File: src/rtl/ip_tile_arb_pkg.sv
// Shared types and default widths for the two-requester tile arbiter.
package ip_tile_arb_pkg;

    localparam int CSR_IN_W_DEF  = 16;
    localparam int CSR_OUT_W_DEF = 16;
    localparam int REG_W_DEF     = 32;

    typedef enum logic [1:0] {
        IDLE  = 2'd0,
        ISSUE = 2'd1,
        WAIT  = 2'd2,
        RESP  = 2'd3
    } arb_state_e;

endpackage

File: src/rtl/ip_tile_rr_arb2.sv
// Two-way round-robin grant with a last-served pointer that moves only on acceptance.
module ip_tile_rr_arb2 (
    input  logic       clk,
    input  logic       arst_n,
    input  logic [1:0] req,
    input  logic       accept,
    output logic [1:0] grant
);

    logic last_q;

    always_comb begin
        grant = req;
        if (req == 2'b11) begin
            grant = last_q ? 2'b01 : 2'b10;
        end
    end

    // Pointer resets to 1 so requester 0 wins the first contention.
    always_ff @(posedge clk or negedge arst_n) begin
        if (!arst_n) begin
            last_q <= 1'b1;
        end else if (accept) begin
            last_q <= grant[1];
        end
    end

endmodule

File: src/rtl/ip_tile_arbiter.sv
// Arbitrates two requesters onto one compute tile and returns the tile's status/result.
// Optional watchdog enabled by defining IP_TILE_ARB_TIMEOUT_EN.
//
// state | meaning
// IDLE  | waiting for a request, req_ready follows the round-robin grant
// ISSUE | command on csr_in until the tile consumes it
// WAIT  | command consumed, waiting for the tile's status strobe
// RESP  | response held on resp_* until resp_ready
module ip_tile_arbiter
    import ip_tile_arb_pkg::*;
#(
    parameter int CSR_IN_WIDTH   = CSR_IN_W_DEF,
    parameter int CSR_OUT_WIDTH  = CSR_OUT_W_DEF,
    parameter int REG_WIDTH      = REG_W_DEF,
    parameter int TIMEOUT_CYCLES = 1024
) (
    input  logic                         clk,
    input  logic                         arst_n,
    input  logic [1:0]                   req_valid,
    output logic [1:0]                   req_ready,
    input  logic [1:0][CSR_IN_WIDTH-1:0] req_csr,
    input  logic [1:0][REG_WIDTH-1:0]    req_a,
    input  logic [1:0][REG_WIDTH-1:0]    req_b,
    output logic                         resp_valid,
    input  logic                         resp_ready,
    output logic                         resp_id,
    output logic [CSR_OUT_WIDTH-1:0]     resp_csr,
    output logic [REG_WIDTH-1:0]         resp_data,
    output logic                         resp_err,
    output logic [CSR_IN_WIDTH-1:0]      csr_in,
    input  logic                         csr_in_re,
    output logic [REG_WIDTH-1:0]         data_reg_a,
    output logic [REG_WIDTH-1:0]         data_reg_b,
    input  logic [CSR_OUT_WIDTH-1:0]     csr_out,
    input  logic                         csr_out_we,
    input  logic [REG_WIDTH-1:0]         data_reg_c,
    output logic                         busy
);

    arb_state_e               state_q, state_d;
    logic [1:0]               grant;
    logic                     accept, sel, capture, timeout_hit, timeout_go;
    logic [CSR_IN_WIDTH-1:0]  cmd_q;
    logic [REG_WIDTH-1:0]     a_q, b_q, resp_data_q;
    logic [CSR_OUT_WIDTH-1:0] resp_csr_q;
    logic                     id_q;

    ip_tile_rr_arb2 u_rr (
        .clk    (clk),
        .arst_n (arst_n),
        .req    (req_valid),
        .accept (accept),
        .grant  (grant)
    );

    // Gated by arst_n so the combinational ready is also zero during reset.
    assign req_ready = (arst_n && state_q == IDLE) ? grant : 2'b00;
    assign accept    = |req_ready;
    assign sel       = req_ready[1];

    always_comb begin
        state_d    = state_q;
        capture    = 1'b0;
        timeout_go = 1'b0;
        unique case (state_q)
            IDLE: begin
                if (accept) state_d = ISSUE;
            end
            ISSUE: begin
                if (csr_in_re && csr_out_we) begin
                    capture = 1'b1;
                    state_d = RESP;
                end else if (timeout_hit) begin
                    timeout_go = 1'b1;
                    state_d    = RESP;
                end else if (csr_in_re) begin
                    state_d = WAIT;
                end
            end
            WAIT: begin
                if (csr_out_we) begin
                    capture = 1'b1;
                    state_d = RESP;
                end else if (timeout_hit) begin
                    timeout_go = 1'b1;
                    state_d    = RESP;
                end
            end
            RESP: begin
                if (resp_ready) state_d = IDLE;
            end
            default: state_d = IDLE;
        endcase
    end

    always_ff @(posedge clk or negedge arst_n) begin
        if (!arst_n) begin
            state_q <= IDLE;
        end else begin
            state_q <= state_d;
        end
    end

    always_ff @(posedge clk or negedge arst_n) begin
        if (!arst_n) begin
            cmd_q       <= '0;
            a_q         <= '0;
            b_q         <= '0;
            id_q        <= 1'b0;
            resp_csr_q  <= '0;
            resp_data_q <= '0;
        end else begin
            if (accept) begin
                cmd_q <= req_csr[sel];
                a_q   <= req_a[sel];
                b_q   <= req_b[sel];
                id_q  <= sel;
            end
            if (capture) begin
                resp_csr_q  <= csr_out;
                resp_data_q <= data_reg_c;
            end else if (timeout_go) begin
                resp_csr_q  <= '0;
                resp_data_q <= '0;
            end
        end
    end

`ifdef IP_TILE_ARB_TIMEOUT_EN
    localparam int CNT_W = (TIMEOUT_CYCLES > 2) ? $clog2(TIMEOUT_CYCLES) : 1;

    logic [CNT_W-1:0] tmo_cnt_q;
    logic             resp_err_q;

    // Down-counter loaded on acceptance; terminal count on the last allowed ISSUE/WAIT cycle.
    always_ff @(posedge clk or negedge arst_n) begin
        if (!arst_n) begin
            tmo_cnt_q <= '0;
        end else if (accept) begin
            tmo_cnt_q <= CNT_W'(TIMEOUT_CYCLES - 1);
        end else if ((state_q == ISSUE || state_q == WAIT) && tmo_cnt_q != '0) begin
            tmo_cnt_q <= tmo_cnt_q - 1'b1;
        end
    end

    assign timeout_hit = (tmo_cnt_q == '0);

    always_ff @(posedge clk or negedge arst_n) begin
        if (!arst_n) begin
            resp_err_q <= 1'b0;
        end else if (capture || timeout_go) begin
            resp_err_q <= timeout_go;
        end
    end

    assign resp_err = resp_err_q;
`else
    assign timeout_hit = 1'b0;
    assign resp_err    = 1'b0;
`endif

    assign resp_valid = (state_q == RESP);
    assign resp_id    = id_q;
    assign resp_csr   = resp_csr_q;
    assign resp_data  = resp_data_q;
    assign csr_in     = (state_q == ISSUE) ? cmd_q : '0;
    assign data_reg_a = a_q;
    assign data_reg_b = b_q;
    assign busy       = (state_q != IDLE);

endmodule

File: config.mk
export PLATFORM = sky130hd
export DESIGN_NAME = ip_tile_arbiter
export DESIGN_NICKNAME = d
export VERILOG_FILES = /design/src/rtl/ip_tile_arb_pkg.sv /design/src/rtl/ip_tile_rr_arb2.sv /design/src/rtl/ip_tile_arbiter.sv
export SDC_FILE = /design/constraint.sdc
export NUM_CORES = 1
export LEC_CHECK = 0
export CORE_AREA = 2 2 137 139
export DETAILED_ROUTE_END_ITERATION = 16
export DIE_AREA = 0 0 139 141
export PLACE_DENSITY = 0.71
export SLEW_MARGIN = 20
export SYNTH_ARGS = -nofsm -noshare
export SYNTH_HDL_FRONTEND = slang
export SYNTH_HIERARCHICAL = 1
export SYNTH_SLANG_ARGS = --single-unit
File: constraint.sdc
create_clock -name clk -period 2.2 [get_ports clk]
set_clock_uncertainty 0.1 [all_clocks]
set_input_delay 0.44 -clock clk [delete_from_list [all_inputs] [get_ports clk]]
set_output_delay 0.44 -clock clk [all_outputs]
set_load 0.01 [all_outputs]
Word-level counts from Yosys, hierarchy flattened
Cells that the tools add are included.
W data, S select, Z words.

operators by class
  $lt $le $gt $ge = 1
  equality and inequality tests = 8
  muxes and demuxes = 21
  reduce and logical (&&, ||, !) cells = 6

operator list
  cell                  count
  $mux W32              5
  $mux W16              4
  $mux W2               8
  $pmux W2 S4           1
  $eq A2 B2 Y1 const B  3
  $ne A2 B2 Y1 const B  2
  $reduce_and A4 Y1     1
  $ne A3 B3 Y1 const B  1
  $eq A2 B1 Y1 const B  1
  $logic_and A1 B1 Y1   2
  $logic_not A2 Y1      1
  $lt A1 B2 Y1 const B  1
  $mux W1               2
  $ne A2 B1 Y1 const B  1
  $pmux W1 S2           1
  $reduce_bool A2 Y1    1
  $reduce_or A2 Y1      1

storage, ports and cells
  register bits = 132
  input port bits = 215
  output and inout port bits = 134
  logic and storage cells = 44

Logic depth before layout (Yosys ltp)
  depth after elaboration = 6
  depth in mapped cells = 7
  depth with buffers taken out = 5

By module
Netlist, hierarchy kept.

by module, submodules not included
  module           times used  cells an instance  area an instance (um2)  sequential area each (um2)
  ip_tile_arbiter  1           495                5798.1                  3278.1
  ip_tile_rr_arb2  1           5                  63.8                    26.3

Worst setup path before layout
OpenSTA, ideal clock, no wires.

  path type = register to register
  start point = reg u_rr.last_q
  end point = reg state_q[1]
  setup time = 0.128 ns
  data arrival time = 1.777 ns
  required time = 1.972 ns
  slack = 0.196 ns
  cell stages (with the launch flop) = 6
  clock period less this slack = 2.004 ns
  path through = dfstp_2 -> inv_1 -> a21boi_0 -> o211ai_4 -> a2111oi_4 -> mux2_1

on the way
  longest elaborated chain between the ends = 6

RTL lines
  item                                line                    text
  from (decl)                         ip_tile_rr_arb2.sv:10   logic last_q;
  from (signal assigned)              ip_tile_rr_arb2.sv:24   last_q <= grant[1];
  $mux W2                             ip_tile_rr_arb2.sv:15   grant = last_q ? 2'b01 : 2'b10;
  $mux W2                             ip_tile_rr_arb2.sv:14   if (req == 2'b11) begin
  named net grant[0]                  ip_tile_arbiter.sv:41   logic [1:0] grant;
  $mux W2                             ip_tile_arbiter.sv:57   assign req_ready = (arst_n && state_q == IDLE) ? grant : 2'b00;
  $reduce_or A2 Y1                    ip_tile_arbiter.sv:58   assign accept = |req_ready;
  $ne A2 B2 Y1 (no source line)       -
  $reduce_and A4 Y1 (no source line)  -
  to (signal assigned)                ip_tile_arbiter.sv:100  state_q <= state_d;
  to (decl)                           ip_tile_arbiter.sv:40   arb_state_e state_q, state_d;

The timed path passes the listed nets, and every way through them passes these cells.
A chain may end at the register's enable or synchronous reset.

Worst setup path after layout
  start point = reg state_q[1]
  end point = out csr_in[0]

on the way
  longest elaborated chain between the ends = 2

RTL lines
  item          line                    text
  $eq A2 B1 Y1  ip_tile_arbiter.sv:166  assign csr_in = (state_q == ISSUE) ? cmd_q : '0;
  $mux W16      ip_tile_arbiter.sv:166
  to (decl)     ip_tile_arbiter.sv:30   output logic [CSR_IN_WIDTH-1:0] csr_in,

Every way passes these cells.

==> impl_metrics.toml <==
[outcome]
outcome = "complete, no violations"

[route]
first_pass_iters = 4
drt_wl_total_microns = 17800
drt_iter0_markers = 160
dr_total_vias = 4956
wl_per_cell_microns = 16.1
drt-vias-per-instance = 4.48
drcViolationCount = 0
ant_nets = 0

[flow_run]
maxCapViolCount = 0

[yosys]
synth_edf_count = 0
synth_flop_cell = "dfrtp_1"
synth_nets = 720
synth-seq-cells = 132
async_flop_share_pct = 100
yosysUniqueCellTypes = 27
syn_area_sq_um = 5860
synthCells = 500
syn_avg_cell_area_sq_um = 11.7
yosysSeqAreaShare_pct = 56.4
yosys_warnings = 6

[floorplanning]
core-area_sq_um = 18300
die_h_microns = 141
die_x_microns = 139
num_io_pins = 349
die_area_sq_um = 19600
std_cell_rows = 50
start_util_pct = 32.1

[pwr]
leakage_nw = 4.93
swShare_pct = 31.1
combPwrFrac_pct = 43.9
p_seq_share_pct = 32.0
power_switching_w = 0.00406
pwr-share-clk_pct = 24.1
p_per_area_nw_per_um2 = 1260
p_int_w = 0.00901
vdd_ir_drop_max_mv = 0.608

[cells_and_area]
drive_above_1_share_pct = 15.5
antennaDiodeCount = 0
finalInstanceArea_sq_um = 10400
final_cells = 1106
nNetsFinal = 1080
area.growth.synth_to_final_pct = 77.6

[global_routing]
antenna_found_initial = 0
grt_pass1_vias = 5224
grt_pass1_wl_microns = 28100
grt_max_degree = 123
grt_overflow = 0
grt_usage_pct = 18.2

[critical_path]
arrival_ns = 1.61
crit_path_max_fanout = 9
crit_type = "reg2out"
crit_family = "buffers and inverters"
crit_required_ns = 1.66
crit_path_max_incr_delay_ns = 0.36
cp_num_buf_inv = 4
cpMaxStageDelayCell = "dfrtp_1"
end_kind = "output pin"
cp_cell_sequence = "inv_2, buf_4, ha_4, buf_6, and2_1, clkdlybuf4s15_2"
startpoint_type = "flop"

[clocking]
h-tree-depth = 4
clock-root-buffer = "clkbuf_16"
cts_made_buffers = 17
clk_latency_ns = 0.41
cts_buffer_depth = 2
clk_pin_slew_worst_paths_ns = 0.06
clock-sinks = 132
cts_tree = "yes"

[sta]
timing.fmax_ghz = 0.466
final_hold_viol_count = 0
setup_ws_ns = 0.0527
period_minus_slack_ns = 2.15
drv_slew = 0
post-route-period-util_pct = 97.6
setup_viol = 0
worst_pin_slew_ns = 0.669
relSlewSlack_pct = 55.4

[place]
dp.cells = 1071
dp_worst_setup_slack_ns = -0.455
gp_congestion = 0.750
dp_hpwl_microns = 13500
io_buffers = 347
dpl_cell_area_sq_um = 9740

[min_path]
hold_path.class = "reg2reg"
-- cells in the final DEF, fill, tap and decap left out, drive strengths merged, types with 2 or more instances in the layout --
cell           count
a21boi             2
and2              16
buf               38
bufinv             5
clkbuf            19
clkdlybuf4s15      5
clkdlybuf4s50    325
clkinv             6
dfrtp            131
dlygate4sd2        3
ha                 5
inv               10
mux2              50
mux2i             81
nand2             81
nor2b              3
o21ai             81
-- what timing repair did --
action                                  in CTS  in global routing
resized for setup                           71                  8
pin swaps                                    0                  1
hold endpoints to repair                     9                  0
buffers inserted                             1                  2
endpoints found under the setup margin      19                 11
hold buffers                                 1                  0
-- sequential cells by signal, indices dropped and copies added (netlist names) --
| register | flops |
|---|---|
| state_q | 2 |
| resp_id | 1 |
| u_rr/last_q | 1 |
| cmd_q | 16 |
| resp_data | 32 |
| data_reg_b | 32 |
| data_reg_a | 32 |
| resp_csr | 16 |
-- final timing paths --
path / from / end / slack, ns / cells after the start
min in group asynchronous: arst_n / data_reg_a[13] / 0.50 / 3
worst min-delay path: cmd_q[12] / cmd_q[12] / 0.37 / 2
worst max-delay path: state_q[1] / csr_in[0] / 0.05 / 6
worst max register to register: u_rr/last_q / data_reg_b[31] / 0.15 / 7
worst min register to register: cmd_q[12] / cmd_q[12] / 0.37 / 2
max in group asynchronous: arst_n / data_reg_a[12] / 0.86 / 3
-- synthesized netlist by cell type (3+ instances only) --
cell type / count / area share (%)
and2_1: 16 / 1.7
buf_2: 13 / 1.1
buf_4: 4 / 0.51
clkbuf_1: 15 / 0.96
dfrtp_1: 131 / 56
ha_1: 5 / 1.1
inv_1: 7 / 0.45
mux2_2: 48 / 9.2
mux2i_1: 81 / 14
nand2_1: 81 / 5.2
nor2b_1: 3 / 0.32
o21ai_0: 81 / 6.9
-- cell families after synthesis --
family          count (synthesis)  synth area share [%]
fa+ha+maj                       5                  1.07
other cells                     1                0.0640
compound gates                 87                  8.28
mux                           131                  23.5
simple gates                  104                  7.62
buf+inv                        40                  3.09
flops                         132                  56.4
-- per-layer routing --
layer  up-vias  wire (microns)  track usage, %
li1       2436               -               -
met1      2273            7030            21.2
met2       212            8970            31.0
met3        35            1260            5.91
met4         0             505            7.71
met5         -               0               0
-- power by group through the flow --
stage	Sequential [W]	Clock, W	Combinational, W
2_1_floorplan	0.00465	0	0.00192
3_3_place_gp	0.00416	0	0.00571
3_5_place_dp	0.00423	0	0.00577
4_1_cts	0.00421	0.00321	0.00580
5_1_grt	0.00435	0.00332	0.00620
6_report	0.00418	0.00315	0.00574
-- worst reg2reg max path, stage by stage, from the launching register on --
cell and delay [ns]:
dfstp_2 0.57, a21boi_4 0.08, buf_4 0.16, buf_4 0.13, o211ai_4 0.22, buf_4 0.19, buf_12 0.26, o21ai_0 0.21
-- per-stage QoR --
| step | setup TNS (ns) | power [W] | utilization (%) | hold WS [ns] |
|---|---|---|---|---|
| 2_1_floorplan | 0 | 0.00657 | - | 0.0444 |
| 3_3_place_gp | -11.11 | 0.00987 | 53.3 | 0.344 |
| 3_5_place_dp | -13.18 | 0.0100 | 53.3 | 0.348 |
| 4_1_cts | 0 | 0.0132 | 57.0 | 0.375 |
| 5_1_grt | -0.0323 | 0.0139 | 57.0 | 0.398 |
| 6_report | 0 | 0.0131 | 57.0 | 0.368 |
-- final cells by class --
class / count / area (sq um)
fillers: 1603 / 7860
well taps: 234 / 293
clock buffers: 17 / 425
multi-input cells: 328 / 2440
inverters: 7 / 26.3
clock inverters: 14 / 225
flip-flops and latches: 132 / 3300
repair buffers: 374 / 3700
(Power assumes the default switching activity.)
